--- config.mk ---
export PLATFORM = sky130hd
export DESIGN_NAME = sprite_bus_arbiter
export DESIGN_NICKNAME = d
export VERILOG_FILES = /design/src/rtl/sprite_bus_arbiter.sv
export SDC_FILE = /design/constraint.sdc
export NUM_CORES = 1
export LEC_CHECK = 0
export CORE_MARGIN = 5
export CORE_UTILIZATION = 35
export DETAILED_ROUTE_END_ITERATION = 12
export GPL_TIMING_DRIVEN = 0
export PLACE_DENSITY_LB_ADDON = 0.3
export SLEW_MARGIN = 20
export SYNTH_ARGS = -nofsm -noshare
export SYNTH_HDL_FRONTEND = slang
export SYNTH_SLANG_ARGS = --single-unit
--- constraint.sdc ---
create_clock -name clk_i -period 2.2 [get_ports clk_i]
set_input_delay 0.22 -clock clk_i [delete_from_list [all_inputs] [get_ports clk_i]]
set_output_delay 0.22 -clock clk_i [all_outputs]
set_load 0.05 [all_outputs]
--- src/rtl/sprite_bus_arbiter.sv ---
// Sprite memory bus arbiter: one owner at a time, with a float (turnaround) cycle before every access.
// Build option: define SPRITE_ARB_ROUND_ROBIN_EN for round-robin arbitration; the default is fixed priority.
module sprite_bus_arbiter #(
    parameter int N_REQ      = 4,
    parameter int ACCESS_CYC = 2
) (
    input  logic             clk_i,
    input  logic             rst_i,
    input  logic [N_REQ-1:0] req_i,
    input  logic [N_REQ-1:0] wr_i,
    output logic [N_REQ-1:0] grant_o,
    output logic [N_REQ-1:0] drv_oe_o,
    output logic             mem_oe_o,
    output logic             mem_we_o,
    output logic [N_REQ-1:0] done_o,
    output logic             busy_o
);

    localparam int IW = (N_REQ > 1) ? $clog2(N_REQ) : 1;

    localparam logic [1:0] S_IDLE   = 2'd0;
    localparam logic [1:0] S_TURN   = 2'd1;
    localparam logic [1:0] S_ACCESS = 2'd2;

    localparam logic [3:0] CNT_LOAD = 4'(ACCESS_CYC - 1);

    logic [1:0]       state_q, state_d;
    logic [IW-1:0]    owner_q, owner_d;
    logic             wr_q, wr_d;
    logic [3:0]       cnt_q, cnt_d;
    logic             arb;
    logic [IW-1:0]    winner;

    logic [N_REQ-1:0] grant_q, grant_d;
    logic [N_REQ-1:0] drv_oe_q, drv_oe_d;
    logic [N_REQ-1:0] done_q, done_d;
    logic             mem_oe_q, mem_oe_d;
    logic             mem_we_q, mem_we_d;
    logic             busy_q, busy_d;
    logic [N_REQ-1:0] owner_oh;
    logic             acc_d;

`ifdef SPRITE_ARB_ROUND_ROBIN_EN
    logic [IW-1:0] ptr_q, ptr_d;

    function automatic logic [IW-1:0] pick_rr(input logic [N_REQ-1:0] r, input logic [IW-1:0] p);
        logic [IW-1:0] w;
        logic          found;
        int            idx;
        w     = '0;
        found = 1'b0;
        for (int i = 0; i < N_REQ; i++) begin
            idx = (int'(p) + i) % N_REQ;
            if (!found && r[idx]) begin
                w     = IW'(idx);
                found = 1'b1;
            end
        end
        return w;
    endfunction

    assign winner = pick_rr(req_i, ptr_q);

    always_comb begin
        ptr_d = ptr_q;
        if (arb) begin
            ptr_d = (int'(winner) == N_REQ - 1) ? '0 : winner + 1'b1;
        end
    end

    always_ff @(posedge clk_i or posedge rst_i) begin
        if (rst_i) begin
            ptr_q <= '0;
        end else begin
            ptr_q <= ptr_d;
        end
    end
`else
    function automatic logic [IW-1:0] pick_fixed(input logic [N_REQ-1:0] r);
        logic [IW-1:0] w;
        w = '0;
        for (int i = N_REQ - 1; i >= 0; i--) begin
            if (r[i]) begin
                w = IW'(i);
            end
        end
        return w;
    endfunction

    assign winner = pick_fixed(req_i);
`endif

    // Arbitration happens from IDLE or on the last ACCESS cycle; the owner's req is otherwise ignored.
    always_comb begin
        state_d = state_q;
        owner_d = owner_q;
        wr_d    = wr_q;
        cnt_d   = cnt_q;
        arb     = 1'b0;
        case (state_q)
            S_IDLE: begin
                if (|req_i) begin
                    arb = 1'b1;
                end
            end
            S_TURN: begin
                state_d = S_ACCESS;
                cnt_d   = CNT_LOAD;
            end
            S_ACCESS: begin
                if (cnt_q == 4'd0) begin
                    if (|req_i) begin
                        arb = 1'b1;
                    end else begin
                        state_d = S_IDLE;
                    end
                end else begin
                    cnt_d = cnt_q - 4'd1;
                end
            end
            default: state_d = S_IDLE;
        endcase
        if (arb) begin
            state_d = S_TURN;
            owner_d = winner;
            wr_d    = wr_i[winner];
        end
    end

    // Outputs are derived from the next state so they can be registered without adding latency.
    always_comb begin
        owner_oh          = '0;
        owner_oh[owner_d] = 1'b1;
        acc_d             = (state_d == S_ACCESS);
        busy_d            = (state_d != S_IDLE);
        grant_d           = busy_d ? owner_oh : '0;
        drv_oe_d          = (acc_d && wr_d) ? owner_oh : '0;
        mem_we_d          = acc_d && wr_d;
        mem_oe_d          = acc_d && !wr_d;
        done_d            = (acc_d && (cnt_d == 4'd0)) ? owner_oh : '0;
    end

    always_ff @(posedge clk_i or posedge rst_i) begin
        if (rst_i) begin
            state_q  <= S_IDLE;
            owner_q  <= '0;
            wr_q     <= 1'b0;
            cnt_q    <= 4'd0;
            grant_q  <= '0;
            drv_oe_q <= '0;
            done_q   <= '0;
            mem_oe_q <= 1'b0;
            mem_we_q <= 1'b0;
            busy_q   <= 1'b0;
        end else begin
            state_q  <= state_d;
            owner_q  <= owner_d;
            wr_q     <= wr_d;
            cnt_q    <= cnt_d;
            grant_q  <= grant_d;
            drv_oe_q <= drv_oe_d;
            done_q   <= done_d;
            mem_oe_q <= mem_oe_d;
            mem_we_q <= mem_we_d;
            busy_q   <= busy_d;
        end
    end

    assign grant_o  = grant_q;
    assign drv_oe_o = drv_oe_q;
    assign done_o   = done_q;
    assign mem_oe_o = mem_oe_q;
    assign mem_we_o = mem_we_q;
    assign busy_o   = busy_q;

endmodule
Word-level counts from Yosys, hierarchy flattened:

Cells that the tools add are included.

* add/sub/neg operators: 1
* $mul: 0
* div/mod/pow operators: 0
* order comparisons: 3
* equality and inequality tests: 3
* shifts and indexed selects: 0
* mux-type cells: 22
* bitwise operators: 0
* reduce and logical (&&, ||, !) cells: 10

Operator list (number)
* 2-bit two-way mux: 8
* 4-bit two-way mux: 4
* 4-bit logical NOT: 2
* 4-bit case mux with 2 select lines: 1
* 2-bit by 3-bit less-than comparator with 1-bit output, second input constant: 2
* 2-bit case mux with 3 select lines: 1
* 1-bit two-way mux: 5
* 2-bit == test, second input constant: 2
* 1-bit logical AND: 4
* 4-bit OR reduction: 1
* 4-bit by 1-bit subtractor with 4-bit output, second input constant: 1
* 1-bit binary-select mux with 2-bit select: 1
* 1-bit demux with 2-bit select: 1
* 2-bit by 1-bit == test with 1-bit output, second input constant: 1
* 2-bit by 1-bit >= comparator with 1-bit output, second input constant: 1
* 2-bit logical NOT: 1
* 1-bit case mux with 2 select lines: 1
* 2-bit nonzero test: 1
* 1-bit logical NOT: 1

* bits in registers: 24
* latch bits: 0
* RAM bits: 0
* ROM bits: 0
* memories: 0

Longest topological paths before layout:

Gate-level depths: netlist of run 1.

* depth in word-level cells: 10
* gate-level depth with buffers: 9
* gate-level depth less buffers: 7

Worst setup path after synthesis of run 1:

Ideal clock, no wire load.

* kind: reg2reg
* from: reg state_q[0]
* to: reg drv_oe_q[1] (netlist: drv_oe_o[1])
* data arrival time: 1.973 ns
* required time: 2.062 ns
* slack: 0.089 ns
* stages on the path, launching flop included: 8
* buffers on the path: 1
* cells stage by stage: dfrtp_1 inv_1 ha_1 and4bb_2 or2_2 clkbuf_1 a311oi_1 nor4b_2

* longest elaborated chain between the ends: 8
* elaborated cells between the ends (all ways): 18

RTL lines
* from (decl): line 27 `logic [1:0] state_q, state_d;`
* from (signal assigned): line 156 `state_q <= state_d;`
* 2-bit == test or 2-bit logical NOT (tied branches): line 100 `case (state_q)`
* 1-bit case mux with 2 select lines: line 100
* 2-bit two-way mux: line 123 `if (arb) begin`
* 2-bit by 3-bit less-than comparator with 1-bit output (implied by the code) or 2-bit by 1-bit >= comparator with 1-bit output (tied branches): line 133 `owner_oh[owner_d] = 1'b1;`
* 1-bit logical AND (implied by the code): line 133
* 1-bit two-way mux (implied by the code): line 133
* 1-bit demux with 2-bit select: line 133
* 4-bit two-way mux *: line 137 `drv_oe_d = (acc_d && wr_d) ? owner_oh : '0;`
* net drv_oe_d[1]: line 35 `logic [N_REQ-1:0] drv_oe_q, drv_oe_d;`
* to (signal assigned): line 161 `drv_oe_q <= drv_oe_d;`
* to (decl): line 35

The timed path passes the listed nets; every way through them passes the cells marked *.

Final worst setup path of run 1:

* from: reg state_q[0]
* to: reg drv_oe_q[0] (netlist: drv_oe_o[0])

The elaborated chain is that of the path after synthesis.

==> impl_metrics.yaml, run 1 <==
outcome:
  status: "finished clean"
critical_path:
  reg2reg_depth: 6
  cp.arrival_ns: 2.20
  timing.rr.start: "state_q[0]"
  critPathLaunchType: "flip-flop"
  critPathTopFamily: "simple AND/OR/NAND/NOR gates"
  cp_max_fo: 10
  crit_slowest_cell: "dfrtp_2"
  rr_endpoint: "drv_oe_o[0]"
  critPathRequiredTime_ns: 2.35
  crit_buf_inv: 1
  cp-end-kind: "flip-flop"
  critPathMaxStageDelay_ns: 0.43
  cp_cell_sequence: "inv_1, ha_2, and4bb_2, or2_2, a22oi_1, nor4b_2"
  rrSetupSlack_ns: 0.15
  criticalPathCategory: "reg2reg"
logic_synthesis:
  ys_seq_elements: 24
  syn_avg_cell_area_um2: 9.97
  ys_types: 45
  async_reset_ff_share_pct: 100
  synth-edff-count: 0
  ys.flop_type: "dfrtp_1"
  syn_nets: 147
  synth_area_mm2: 0.00132
  syn_inst: 132
  yosys_warnings: 0
  yosysSeqAreaShare_pct: 45.6
place:
  io_buffers: 21
  dp_hpwl_um: 2040
  dpl_cell_area_mm2: 0.00159
  gp_congestion: 0.863
  place_ws_ns: -0.338
timing:
  fin_worst_skew_ns: 0.00651
  min_period_over_period_pct: 93.3
  hold_viol: 0
  layout_setup_ws_ns: 0.147
  min_period_ns: 2.05
  whs_ns: 0.251
  maxSlewHeadroom_pct: 40.9
  max_freq_mhz: 487
  final-setup-viol-count: 0
  tightest_slew_ns: 0.885
  slew_violations: 0
  rsz0062_at_grt: "false"
floorplanning:
  die_height_um: 71.3
  dieArea_mm2: 0.00509
  die_w_um: 71.3
  initial_utilization_pct: 36.0
  io_pins: 25
  core-area_mm2: 0.00366
  std_cell_rows: 22
cells_and_area:
  final_cell_area_mm2: 0.00175
  area_growth_syn_to_layout_pct: 33.0
  layout-drive-gt1-share_pct: 22.9
  num_antenna_cells: 0
  nNetsFinal: 173
grt:
  grt_use_met1_pct: 16.5
  grt_usage_pct: 11.6
  grt-busiest-layer: "met2"
  grt_use_met3_pct: 2.10
  grt.overflow.total: 0
  antenna_found_initial: 0
  grt_pass1_wl_um: 4780
  grt_pass1_vias: 1017
  grt_max_degree: 25
  met2_usage_pct: 18.3
power_and_ir_drop:
  power_mw: 2.77
  p_per_area_mw_per_mm2: 1580
  max-vdd-ir-drop_v: 0.000523
  p_leak_nw: 0.704
clocking:
  cts_buffers: 3
  clock_sinks: 24
  htree_levels: 1
  clk_latency_ns: 0.27
  clkTransAtPathRegs_ns: 0.09
  tritoncts: "built"
  clock_path_buffers: 2
  cts_root_buffer: "clkbuf_8"
  postCtsHoldBufs: 0
route:
  drt-wirelength-per-cell_um: 14.3
  dr.pass1.iters: 4
  avgViaCountPerCell: 5.30
  drt-total-wl_um: 2920
  antenna_left: 0
  drcViolationCount: 0
  dr_total_vias: 1086
  drt_iter0_drc: 72
hold_path:
  hold_depth: 3
  hold-path-endpoint: "owner_q[0]"
  hp-class: "in2reg"
  worstHoldStart: "req_i[0]"
job:
  max_cap_violations: 0
## Yosys cell counts (all sizes together) (2+ instances only)
| library cell | instances | area, µm² |
|---|---|---|
| a21boi | 2 | 26.3 |
| a21oi | 9 | 45.0 |
| a22o | 2 | 17.5 |
| buf | 5 | 40.0 |
| clkbuf | 3 | 11.3 |
| dfrtp | 24 | 601 |
| ha | 5 | 62.6 |
| inv | 11 | 41.3 |
| nand2 | 10 | 37.5 |
| nand2b | 5 | 31.3 |
| nor2 | 5 | 18.8 |
| nor2b | 2 | 12.5 |
| nor3 | 5 | 25.0 |
| nor4 | 5 | 31.3 |
| nor4b | 4 | 53.8 |
| o21a | 2 | 16.3 |
| o21ai | 10 | 50.0 |
| o32ai | 3 | 26.3 |
| or3 | 2 | 13.8 |
## worst register-to-register path, stage by stage (launching register included)
cell and delay [ns]:
dfrtp_2 0.43, inv_1 0.10, ha_2 0.24, and4bb_2 0.28
or2_2 0.39, a22oi_1 0.41, nor4b_2 0.09
## power by group
| group | switching (mW) | internal [mW] |
|---|---|---|
| registers | 0.110 | 0.586 |
| clock network | 0.142 | 0.243 |
| logic | 1.02 | 0.661 |
| total | 1.28 | 1.49 |
## through the flow
| stage | instances | util, % | setup TNS [ns] |
|---|---|---|---|
| floorplan | 132 | - | 0 |
| global placement | 201 | 43.3 | -1.45 |
| detailed placement | 201 | 43.3 | -2.29 |
| CTS | 206 | 46.4 | -0.0170 |
| global route | 205 | 47.8 | 0 |
| finish | 205 | 47.8 | 0 |
## kinds of logic (layout without fill, tap and decap cells)
| family | Yosys count | count (layout) | synth area share [%] |
|---|---|---|---|
| AO/OA/AOI/OAI | 38 | 38 | 20.1 |
| adder cells (fa/ha/maj) | 5 | 5 | 4.75 |
| flip-flops | 24 | 24 | 45.6 |
| buffers and inverters | 19 | 44 | 7.03 |
| AND/OR/NAND/NOR | 45 | 45 | 21.8 |
| multiplexers | 1 | 1 | 0.760 |
## flip-flops by register name (all words and copies together) (netlist names)
| name | count |
|---|---|
| wr_q | 1 |
| mem_oe_o | 1 |
| mem_we_o | 1 |
| drv_oe_o | 4 |
| grant_o | 4 |
| cnt_q | 4 |
| state_q | 2 |
| owner_q | 2 |
| busy_o | 1 |
| done_o | 4 |
## how the worst max path moves through the flow
stage | to | slack [ns] | cells after the start | from
2_1_floorplan | drv_oe_o[1] | 0.09 | 7 | state_q[0]
6_report | drv_oe_o[0] | 0.15 | 6 | state_q[0]
3_3_place_gp | done_o[1] | -0.28 | 7 | state_q[0]
5_1_grt | done_o[1] | 0.03 | 8 | cnt_q[0]
3_5_place_dp | done_o[1] | -0.34 | 7 | state_q[0]
4_1_cts | done_o[2] | -0.02 | 9 | cnt_q[0]
## routing by layer
layer	vias to the layer above	part of all wire (%)
met4	0	0.79
li1	524	-
met1	526	46
met2	32	47
met5	-	0
met3	4	5.8
## cell usage in the layout (no fill, tap or decap), types with 5 or more instances in the layout
master and count:
dfrtp_1 22, clkdlybuf4s50_1 21, inv_1 10, nand2_1 10
a21oi_1 9, o21ai_0 9, nand2b_1 5, nor3_1 5
nor2_1 5
## cell type report
type	instances	area [µm²]
plain buffers	6	45.0
clock buffers	3	41.3
clock inverters	1	30.0
fillers	335	1910
inverters	11	41.3
multi-input cells	89	704
flip-flops and latches	24	603
well taps	48	60.1
repair buffers	23	225
## timing repair
action | CTS | global route
gates cloned | 0 | 0
setup buffers | 2 | 0
setup endpoints to repair | 16 | 14
resized for setup | 6 | 11
pin swaps | 1 | 1
Power figures use the tool's default switching activity.
==> run 2: changes to the inputs <==
--- a/config.mk
+++ b/config.mk
@@ -5,6 +5,7 @@
 export SDC_FILE = /design/constraint.sdc
 export NUM_CORES = 1
 export LEC_CHECK = 0
+export CAP_MARGIN = 15
 export CORE_MARGIN = 5
 export CORE_UTILIZATION = 35
 export DETAILED_ROUTE_END_ITERATION = 12
==> constraint.sdc (replaced) <==
create_clock -name clk_i -period 2.2 [get_ports clk_i]
set_input_delay 0.33 -clock clk_i [delete_from_list [all_inputs] [get_ports clk_i]]
set_output_delay 0.33 -clock clk_i [all_outputs]
set_load 0.05 [all_outputs]
==> results of run 2 <==
Same layout as run 1 (identical final DEF). Status: finished clean.
Among the figures that moved: hold slack 0.251 ns -> 0.361 ns
